File: config.mk
export PLATFORM = sky130hd
export DESIGN_NAME = mem_arbiter
export DESIGN_NICKNAME = d
export VERILOG_FILES = /design/src/rtl/cpu_types_pkg.sv /design/src/rtl/arb_starve_ctr.sv /design/src/rtl/mem_arbiter.sv
export SDC_FILE = /design/constraint.sdc
export NUM_CORES = 1
export LEC_CHECK = 0
export ABC_AREA = 1
export CAP_MARGIN = 25
export CORE_AREA = 4 4 101 103
export CTS_CLUSTER_DIAMETER = 80
export DETAILED_ROUTE_END_ITERATION = 16
export DIE_AREA = 0 0 105 107
export PLACE_DENSITY = 0.67
export SLEW_MARGIN = 20
export SYNTH_ARGS = -nofsm -noshare
export SYNTH_HDL_FRONTEND = slang
export SYNTH_SLANG_ARGS = --single-unit
File: constraint.sdc
create_clock -name CLK -period 3.34 [get_ports CLK]
set_clock_uncertainty 0.1 [all_clocks]
set_input_delay 0.668 -clock CLK [delete_from_list [all_inputs] [get_ports CLK]]
set_output_delay 0.668 -clock CLK [all_outputs]
set_load 0.02 [all_outputs]
File: src/rtl/cpu_types_pkg.sv
// Shared CPU-side memory types: RAM handshake states, arbiter owner state,
// and the word type used on every cache/RAM data path.
package cpu_types_pkg;

    localparam int DATA_W               = 32;
    localparam int STARVE_LIMIT_DEFAULT = 8;

    typedef logic [DATA_W-1:0] word_t;

    typedef enum logic [1:0] {
        FREE   = 2'd0,
        BUSY   = 2'd1,
        ACCESS = 2'd2,
        ERROR  = 2'd3
    } ramstate_t;

    typedef enum logic [1:0] {
        A_IDLE   = 2'd0,
        A_DCACHE = 2'd1,
        A_ICACHE = 2'd2
    } arb_state_t;

endpackage

File: src/rtl/arb_starve_ctr.sv
// Saturating starvation counter: counts cycles the icache is denied and
// flags when it has waited long enough to be forced to win arbitration.
module arb_starve_ctr #(
    parameter int LIMIT = 8
) (
    input  logic CLK,
    input  logic nRST,
    input  logic inc,
    input  logic clr,
    output logic limit_hit
);

    localparam int CW = $clog2(LIMIT + 1);
    localparam logic [CW-1:0] LIM_V = CW'(LIMIT);
    localparam logic [CW-1:0] ONE   = CW'(1);

    logic [CW-1:0] cnt;

    // Clear wins over increment; the count holds once the limit is reached.
    always_ff @(posedge CLK or negedge nRST) begin
        if (!nRST) begin
            cnt <= '0;
        end else if (clr) begin
            cnt <= '0;
        end else if (inc && (cnt != LIM_V)) begin
            cnt <= cnt + ONE;
        end
    end

    assign limit_hit = (cnt >= LIM_V);

endmodule

File: src/rtl/mem_arbiter.sv
// Two-requester RAM port arbiter between the icache and dcache. The dcache
// has priority, but a starved icache is forced through between dcache words.
// Ownership is held for one RAM word access so a transfer is never torn.
module mem_arbiter
    import cpu_types_pkg::*;
#(
    parameter int STARVE_LIMIT = STARVE_LIMIT_DEFAULT
) (
    input  logic      CLK,
    input  logic      nRST,
    input  logic      iREN,
    input  word_t     iaddr,
    output logic      iwait,
    output word_t     iload,
    input  logic      dREN,
    input  logic      dWEN,
    input  word_t     daddr,
    input  word_t     dstore,
    output logic      dwait,
    output word_t     dload,
    output logic      ramREN,
    output logic      ramWEN,
    output word_t     ramaddr,
    output word_t     ramstore,
    input  word_t     ramload,
    input  ramstate_t ramstate,
    output logic      ram_err
);

    arb_state_t state;
    arb_state_t next_state;
    arb_state_t owner;
    logic       d_req;
    logic       done;
    logic       starve_hit;
    logic       starve_inc;
    logic       starve_clr;

    assign d_req = dREN | dWEN;
    assign done  = (ramstate == ACCESS);

    // Effective owner: the latched owner mid-access, otherwise a fresh
    // zero-cycle arbitration. Forced to none while reset is asserted so the
    // RAM port drops immediately.
    always_comb begin
        owner = A_IDLE;
        if (!nRST) begin
            owner = A_IDLE;
        end else if (state != A_IDLE) begin
            owner = state;
        end else if (iREN && starve_hit) begin
            owner = A_ICACHE;
        end else if (d_req) begin
            owner = A_DCACHE;
        end else if (iREN) begin
            owner = A_ICACHE;
        end
    end

    // RAM port mux and per-cache wait generation; a dcache write beats a read.
    always_comb begin
        ramREN   = 1'b0;
        ramWEN   = 1'b0;
        ramaddr  = '0;
        ramstore = '0;
        iwait    = 1'b1;
        dwait    = 1'b1;
        case (owner)
            A_DCACHE: begin
                ramaddr  = daddr;
                ramstore = dstore;
                ramWEN   = dWEN;
                ramREN   = dREN & ~dWEN;
                dwait    = ~done;
            end
            A_ICACHE: begin
                ramaddr  = iaddr;
                ramREN   = 1'b1;
                iwait    = ~done;
            end
            default: begin
                ramREN = 1'b0;
            end
        endcase
    end

    assign iload = ramload;
    assign dload = ramload;

    // Release ownership on completion or when the owner abandons its request.
    always_comb begin
        next_state = owner;
        case (owner)
            A_DCACHE: if (done || !d_req) next_state = A_IDLE;
            A_ICACHE: if (done || !iREN)  next_state = A_IDLE;
            default:  next_state = A_IDLE;
        endcase
    end

    // Owner state register.
    always_ff @(posedge CLK or negedge nRST) begin
        if (!nRST) begin
            state <= A_IDLE;
        end else begin
            state <= next_state;
        end
    end

    // Sticky error flag for any RAM ERROR seen while the port is owned.
    always_ff @(posedge CLK or negedge nRST) begin
        if (!nRST) begin
            ram_err <= 1'b0;
        end else if ((owner != A_IDLE) && (ramstate == ERROR)) begin
            ram_err <= 1'b1;
        end
    end

    assign starve_inc = iREN && (owner != A_ICACHE);
    assign starve_clr = !iREN || ((owner == A_ICACHE) && done);

    arb_starve_ctr #(
        .LIMIT(STARVE_LIMIT)
    ) u_starve (
        .CLK      (CLK),
        .nRST     (nRST),
        .inc      (starve_inc),
        .clr      (starve_clr),
        .limit_hit(starve_hit)
    );

endmodule

==> results.json <==
{
  "status": "complete, no violations",
  "synthCells": 313,
  "r2r_end": "state[1]",
  "drtAntennaViolNets": 0,
  "final_nets": 562,
  "synth_most_common_cell": "nand2_1",
  "cp_slowest_cell": "clkdlybuf4s50_1",
  "clkPwrFrac_pct": 20.1,
  "max_slew.worst_pin.slew_ns": 0.240,
  "p_leak_uw": 0.00161,
  "final-hold-violation-count": 0,
  "fin_crit_sh_pct": 96.0,
  "setup_viol": 0,
  "crit_chain": "clkdlybuf4s50_1 > nor2_2 > inv_1 > nand2_1 > nand2_1 > nand2_1 > inv_1 > ha_4 > buf_12 > nand2_1 > inv_1 > dlygate4sd2_1",
  "peakVddDrop_uv": 208,
  "r2r-start": "u_starve.cnt[3]",
  "reg2reg_slack_ns": 1.41,
  "drcViolationCount": 0,
  "initial_core_util_pct": 18.6,
  "crit_path_frequent_cell": "nand2_1",
  "hold_path.class": "reg2reg",
  "endpoint": "ramstore[17]",
  "cts_root_buf": "clkbuf_8",
  "grt_pass1_vias": 2218,
  "crit_type": "in2out",
  "syn-cell-area_sq_um": 1710,
  "port_buffers": 171,
  "switchingPower_uw": 216,
  "synth_top_area_cell": "buf_4",
  "synth_seq_area_share_pct": 10.3,
  "n_fill_cell": 1033,
  "synth_flop_cell": "dfrtp_1",
  "first_pass_iters": 6,
  "clk_pin_slew_ns": 0.04,
  "avgViaCountPerCell": 4.03,
  "cp_data_required_time_ns": 2.57,
  "netSwitchingFraction_pct": 37.3,
  "htreeDepth": 1,
  "grt_max_degree": 39,
  "cap_violations": 0,
  "crit_start": "dWEN",
  "diodes": 0,
  "crit_arrival_ns": 2.44,
  "synth-seq-cells": 7,
  "end_kind": "output pin",
  "grt.overflow.total": 0,
  "syn-num-nets": 453,
  "max_clock_freq_mhz": 312,
  "power_density_nw_per_um2": 193,
  "final_max_slew_viol_count": 0,
  "drive_above_1_share_pct": 14.5,
  "ys_async_sr_fraction_pct": 100,
  "fin_hold_ws_ns": 0.386,
  "grt_usage_pct": 12.6,
  "cts_buffers": 3,
  "p_int_uw": 362,
  "gp_congestion": 0.796,
  "area_growth_syn_to_layout_pct": 75.4,
  "core_sq_um": 9200,
  "relSlewSlack_pct": 84.0,
  "dieArea_sq_um": 11200,
  "grt_antenna_before_repair": 0,
  "routed_wl_um": 7820,
  "grt_pass1_wl_um": 11600,
  "rsz0062_at_grt": "no",
  "avgSynthCellArea_sq_um": 5.46,
  "cp-start-kind": "input pin",
  "die_h_um": 107,
  "layout_min_cycle_time_ns": 3.21,
  "clockBufferDepth": 2,
  "rows": 35,
  "io_pins": 268,
  "synthTopCellsByCount": "nand2_1, buf_4, inv_1",
  "synth_edf_count": 0,
  "worstPathMaxFanout": 38,
  "synth_top_area_share_pct": 28.6,
  "route.detailed.wl_per_inst_um": 14.7,
  "yosysWarnings": 0,
  "cts.sinks": 7,
  "cts_tree": "done",
  "power_uw": 578,
  "hold_buffers": 0,
  "die_x_um": 105,
  "ys_top_cells_by_area": "buf_4, nand2_1, dfrtp_1",
  "combinationalPowerShare_pct": 63.3,
  "clock_latency_ns": 0.22,
  "ys_types": 20,
  "rr_worst_depth": 12,
  "dr_total_vias": 2145,
  "hpwl_um": 6700,
  "p_seq_share_pct": 16.6,
  "drtIter0Drc": 81,
  "max_stage_delay_ns": 0.49
}
## critical path: cells and delay by family
family                   cells  cell delay, ns
AND/OR/NAND/NOR              5            0.32
adder cells (fa/ha/maj)      1            0.18
buffers and inverters        6            1.24
## layout by cell type, fill, tap and decap left out, types with 7 or more instances in the layout
master / instances
a21oi_1: 34
buf_2: 29
buf_4: 11
clkdlybuf4s15_1: 8
clkdlybuf4s50_1: 102
dfrtp_1: 7
dlygate4sd2_1: 22
inv_1: 46
nand2_1: 115
nor2_1: 9
## through the flow
stage | worst slack [ns] | TNS [ns] | cell area, sq um | utilization, % | std cells
global route | 0.00675 | 0 | 3000 | 32.6 | 532
global placement | -0.419 | -19.15 | 3140 | 34.1 | 528
finish | 0.134 | 0 | 3000 | 32.6 | 532
detailed placement | -0.429 | -20.21 | 3140 | 34.1 | 528
floorplan | 0.599 | 0 | 1710 | - | 313
CTS | 0.0113 | 0 | 2980 | 32.4 | 532
## power groups by stage
| stage | combinational (uW) | clock (uW) | sequential [uW] |
|---|---|---|---|
| 2_1_floorplan | 262 | 0 | 95.9 |
| 3_3_place_gp | 400 | 0 | 96.4 |
| 3_5_place_dp | 402 | 0 | 96.9 |
| 4_1_cts | 367 | 120 | 95.8 |
| 5_1_grt | 397 | 129 | 96.6 |
| 6_report | 366 | 116 | 95.9 |
## registers in the layout, summed over array words and instances, names as in the netlist
register,count
state,2
u_starve.cnt,4
ram_err,1
## worst min path at each step
stage | startpoint | slack (ns) | end | cells after the start
floorplan | nRST | 0.27 | ram_err | 0
global placement | ram_err | 0.38 | ram_err | 1
detailed placement | ram_err | 0.38 | ram_err | 1
CTS | ram_err | 0.40 | ram_err | 1
global route | ram_err | 0.41 | ram_err | 1
finish | ram_err | 0.39 | ram_err | 1
## kinds of logic after synthesis
group / synth area share, %
AO/OA/AOI/OAI: 11.0
XOR/XNOR: 0.513
adder cells (fa/ha/maj): 3.66
buffers and inverters: 43.1
flip-flops: 10.3
AND/OR/NAND/NOR: 31.5
## timing repair
| action | in CTS | in global routing |
|---|---|---|
| pin swaps | 0 | 0 |
| resized for setup | 170 | 26 |
| buffers inserted | 0 | 0 |
| setup endpoints to repair | 68 | 68 |
| cloned | 0 | 0 |
## layer usage
layer  vias up  share of wire, %  GRT usage (%)
met5         -                 0              0
met4         0               1.3           2.53
met3        10               9.6           4.39
met2       156                53           24.1
met1       898                37           13.2
li1       1081                 -              -
## layout make-up
type | instances | area, sq um | share of cell area, %
Multi-Input combinational cell | 180 | 817 | 27.3
Sequential cell | 7 | 175 | 5.85
Tap cell | 111 | 139 | 4.64
Clock buffer | 4 | 45.0 | 1.50
Inverter | 48 | 180 | 6.02
Timing Repair Buffer | 182 | 1640 | 54.7
(Power assumes the default switching activity.)
==> RTL change 1 (config.mk and constraints unchanged) <==
Encoding of `arb_state_t`: now one-hot (3 bits for 3 states).
--- a/src/rtl/cpu_types_pkg.sv
+++ b/src/rtl/cpu_types_pkg.sv
@@ -14,10 +14,10 @@
         ERROR  = 2'd3
     } ramstate_t;
 
-    typedef enum logic [1:0] {
-        A_IDLE   = 2'd0,
-        A_DCACHE = 2'd1,
-        A_ICACHE = 2'd2
+    typedef enum logic [2:0] {
+        A_IDLE   = 3'b001,
+        A_DCACHE = 3'b010,
+        A_ICACHE = 3'b100
     } arb_state_t;
 
 endpackage
Behaviour: same outputs for any inputs over 10 cycles, from zero or initial values and one cycle with nRST low; not proved beyond that.
==> RTL change 1 against the original RTL <==
Cell area rose by 6.6%. Sequential power rose by 14%. Die area did not move. Setup slack improved by 0.024 ns. Largest cell class unchanged. Power rose by 25%. Via count rose by 2.9%. Sequential cell count rose by 1. Wire length fell by 0.55%. Worst hold slack got worse by 0.0065 ns. Area after synthesis rose by 3.4%. Final cell count rose by 0.75%. Critical path type unchanged.
==> RTL change 1: results (changes against the original RTL) <==
Run status
  • Run status: completed

CTS
  • PostCTS Resize Cnt: 68 (-60%)

Power and ir drop
  • Leak: 0.001790 uW (+11%)
  • Pint: 425.0 uW (+17%)

STA
  • Final hold slack: 0.3798 ns (-0.006539 ns)
  • Tmin final: 3.182 ns (-0.02353 ns)
  • Measured slew at the worst slew-check pin: 0.3411 ns (+0.1009 ns)

Final layout
  • Fraction of layout cells with a size suffix above 1: 8.000% (-6.5 points)
  • Biggest regs: u_starve.cnt: 4 flops, state: 3 flops, ram_err: 1 flops

Yosys
  • Netlist cell types: 25 (+25%)
  • Area contributors post-synth: buf_4, nand2_1, nand3_1
  • Xor/xnor share of the synthesized area: 0% (-0.51 points)
  • Post-Synth Adder-Cell Area: 1.416% (-2.2 points)
  • Top cells by count, synth: nand2_1, buf_4, inv_1, nand3_1, nor2_1

Place
  • Placed Cells: 532 (+0.76%)
  • DP Area: 3223 sq um (+2.7%)
  • Post-DP HPWL: 6737 um (+0.61%)
  • GP Congestion: 0.7526 (-5.4%)

Detailed routing
  • Met3 WL: 907 um (+21%)
  • Met1 WL: 2771 um (-3.0%)
  • DR pass1 iterations: 4 (-2)
  • Routed vias: 2207 (+2.9%)
  • Initial DRC Count: 100 (+23%)

Worst setup path
  • Reg-to-Reg Start: state[0]
  • Critical Path Max Stage Delay: 0.45 ns (-0.04 ns)
RTL change 1: routing by layer:
layer  GRT usage [%]  up-vias
li1                -     1099
met1           13.66      953
met2           23.05      135
met3           6.081       20
met4           2.343        0
met5               0        -
RTL change 1: final timing paths:
kind / end / depth (start not counted)
hold reg to reg: ram_err / 1
setup reg to reg: u_starve.cnt[3] / 9
max in group asynchronous: state[0] / 2
hold / removal: ram_err / 1
setup / recovery: ramaddr[20] / 11
min in group asynchronous: u_starve.cnt[2] / 2
RTL change 1: power groups by stage:
stage	combinational [uW]	clock (uW)	sequential, uW
after floorplan	342	0	110
after global placement	549	0	110
after detailed placement	554	0	111
after CTS	504	122	109
after global routing	540	131	110
final	496	119	109
RTL change 1: area by class of cell:
class	count	area [sq um]	share of cell area, %
Timing Repair Buffer	185	1788	56.02
Sequential cell	8	201.4	6.311
Clock buffer	4	45.04	1.411
Multi-Input combinational cell	180	838.3	26.26
Tap cell	111	138.9	4.351
Inverter	48	180.2	5.645
==> RTL change 2 (same flow settings) <==
Made on the original files. Change the package constant `STARVE_LIMIT_DEFAULT` from 8 to 16.
--- a/src/rtl/cpu_types_pkg.sv
+++ b/src/rtl/cpu_types_pkg.sv
@@ -3,7 +3,7 @@
 package cpu_types_pkg;
 
     localparam int DATA_W               = 32;
-    localparam int STARVE_LIMIT_DEFAULT = 8;
+    localparam int STARVE_LIMIT_DEFAULT = 16;
 
     typedef logic [DATA_W-1:0] word_t;
 
Check against the original RTL: not equivalent (Yosys sat finds a counterexample within 10 cycles, from zero or initial values and one cycle with nRST low).
==> RTL change 2 against the original RTL <==
Wire length is 9.5% higher. Non-clock buffer count grew 6. Register-to-register slack worse by 0.02 ns. Setup slack got worse by 0.024 ns. Worst hold slack worse by 0.0057 ns. Power rose by 5.2%. Sequential power rose by 13%. Cell area grew 5.9%. Sequential cell count up 1. Area after synthesis is 4.3% higher. First-iteration DRC count is 99% higher. Count of clock-buffer cells in the layout shrank 1. Critical path type unchanged. Critical endpoint unchanged.
==> RTL change 2: results (changes against the original RTL) <==
Run status
  • Run status: completed

Yosys
  • Synthesized instance count: 324 (+3.5%)
  • Synth Flop Type: dfrtp_1
  • Netlist cell types: 19 (-5.0%)
  • Total nets after synthesis: 464 (+2.4%)
  • Seq/Total Area, Yosys: 11.24% (+0.98 points)
  • Top cells by count, synth: nand2_1, buf_4, inv_1, a21oi_1, nand3_1
  • Area contributors post-synth: buf_4, nand2_1, dfrtp_1
  • Ys async rst share: 100.0% (unchanged)

Worst setup path
  • Reg2Reg Depth: 13 (+1)
  • Reg-to-Reg Start: u_starve.cnt[4]
  • Crit-path max FO: 20 (-47%)
  • Crit-path leading delay family: buffers and inverters
  • CP Data Arrival Time: 2.46 ns (+0.02 ns)
  • Critical Path Max Stage Delay: 0.51 ns (+0.02 ns)
  • RR Endpoint: u_starve.cnt[4]
  • R2R Setup Slk: 1.39 ns (-0.02 ns)

Detailed routing
  • Initial DRC Count: 161 (+99%)
  • DR pass1 iterations: 4 (-2)
  • Vias/cell: 4.064 (+0.79%)
  • Routed wire length: 8566 um (+9.5%)

Final layout
  • Fraction of layout cells with a size suffix above 1: 16.28% (+1.8 points)
  • Fillcell total: 1024 (-0.87%)
  • Biggest regs: u_starve.cnt: 5 flops, state: 2 flops, ram_err: 1 flops
  • Nets: 578 (+2.8%)
  • Final std cells w/o fill: 547 (+2.8%)
  • Diode count: 0 (unchanged)
  • Largest reg by FF count: u_starve.cnt

STA
  • Measured slew at the worst slew-check pin: 0.2602 ns (+0.02002 ns)
  • Final hold slack: 0.3806 ns (-0.005743 ns)

Place
  • GP Congestion: 0.7742 (-2.7%)
  • Post-DP HPWL: 6773 um (+1.1%)
  • Port bufs: 171 (unchanged)
  • Placed Cells: 541 (+2.5%)

CTS
  • Clock Latency Late Sink: 0.23 ns
  • H-tree level count: 1 (unchanged)
  • CTS root buf: clkbuf_8
  • Post-CTS setup buffer count: 0 (unchanged)

Global route
  • All-Layer GR Usage: 12.82% (+0.25 points)
  • Largest net degree at the start of global routing: 42 (+7.7%)
  • Vias in the first global route: 2062 (-7.0%)
  • GRT overflow: 0 (unchanged)
  • First-pass GRT wire length: 11510 um (-0.89%)

Power and ir drop
  • Maximum vdd ir drop: 0.08513 mV (-59%)
  • Leak: 0.001702 uW (+5.5%)

Worst hold path
  • Hold path endpoint: ram_err
-- RTL change 2: logic make-up (layout without fill, tap and decap cells) --
group	Yosys count	after routing	share of synthesized area, %
XOR/XNOR	1	1	0.4917
buffers and inverters	128	240	41.92
adder cells (fa/ha/maj)	5	5	3.511
AND/OR/NAND/NOR	146	146	32.58
flip-flops	8	8	11.24
AO/OA/AOI/OAI	36	36	10.25
-- RTL change 2: final cells by class --
cell class	count	share of cell area [%]
multi-input cells	188	27.44
well taps	111	4.377
clock buffers	3	1.301
flip-flops and latches	8	6.309
repair buffers	188	54.77
inverters	49	5.797
-- RTL change 2: per-layer routing --
layer / share of wire, % / vias to the layer above / GRT usage, %
met5: 0 / - / 0
met2: 53 / 133 / 23.65
met1: 35 / 952 / 13.15
li1: - / 1126 / -
met4: 1.3 / 0 / 2.812
met3: 11 / 12 / 6.081
-- RTL change 2: how the worst max path moves through the flow --
stage | from | endpoint | slack, ns | cells after the start
global route | iREN | ramaddr[29] | 0.007 | 12
CTS | iREN | ramaddr[25] | -0.05 | 11
floorplan | dWEN | ramaddr[11] | 0.60 | 8
detailed placement | dREN | ramaddr[25] | -0.40 | 10
global placement | iREN | ramaddr[29] | -0.37 | 11
finish | dREN | ramstore[17] | 0.11 | 12
-- RTL change 2: timing repair --
| action | in CTS | in global routing |
|---|---|---|
| gates cloned | 0 | 3 |
| gates resized for setup | 141 | 48 |
| setup endpoints to repair | 67 | 68 |
-- RTL change 2: through the flow --
stage	worst slack [ns]	instance area [sq um]
floorplan	0.5992	1782
global placement	-0.3727	3212
detailed placement	-0.4010	3212
CTS	-0.05107	3228
global route	0.007206	3173
finish	0.1101	3173
-- RTL change 2: report_power, final --
group	leakage [uW]	internal [uW]	switching [uW]
sequential	0.000104	102	6.15
combinational	0.00158	201	182
clock	0.0000216	78.2	39.1
total	0.00170	381	227
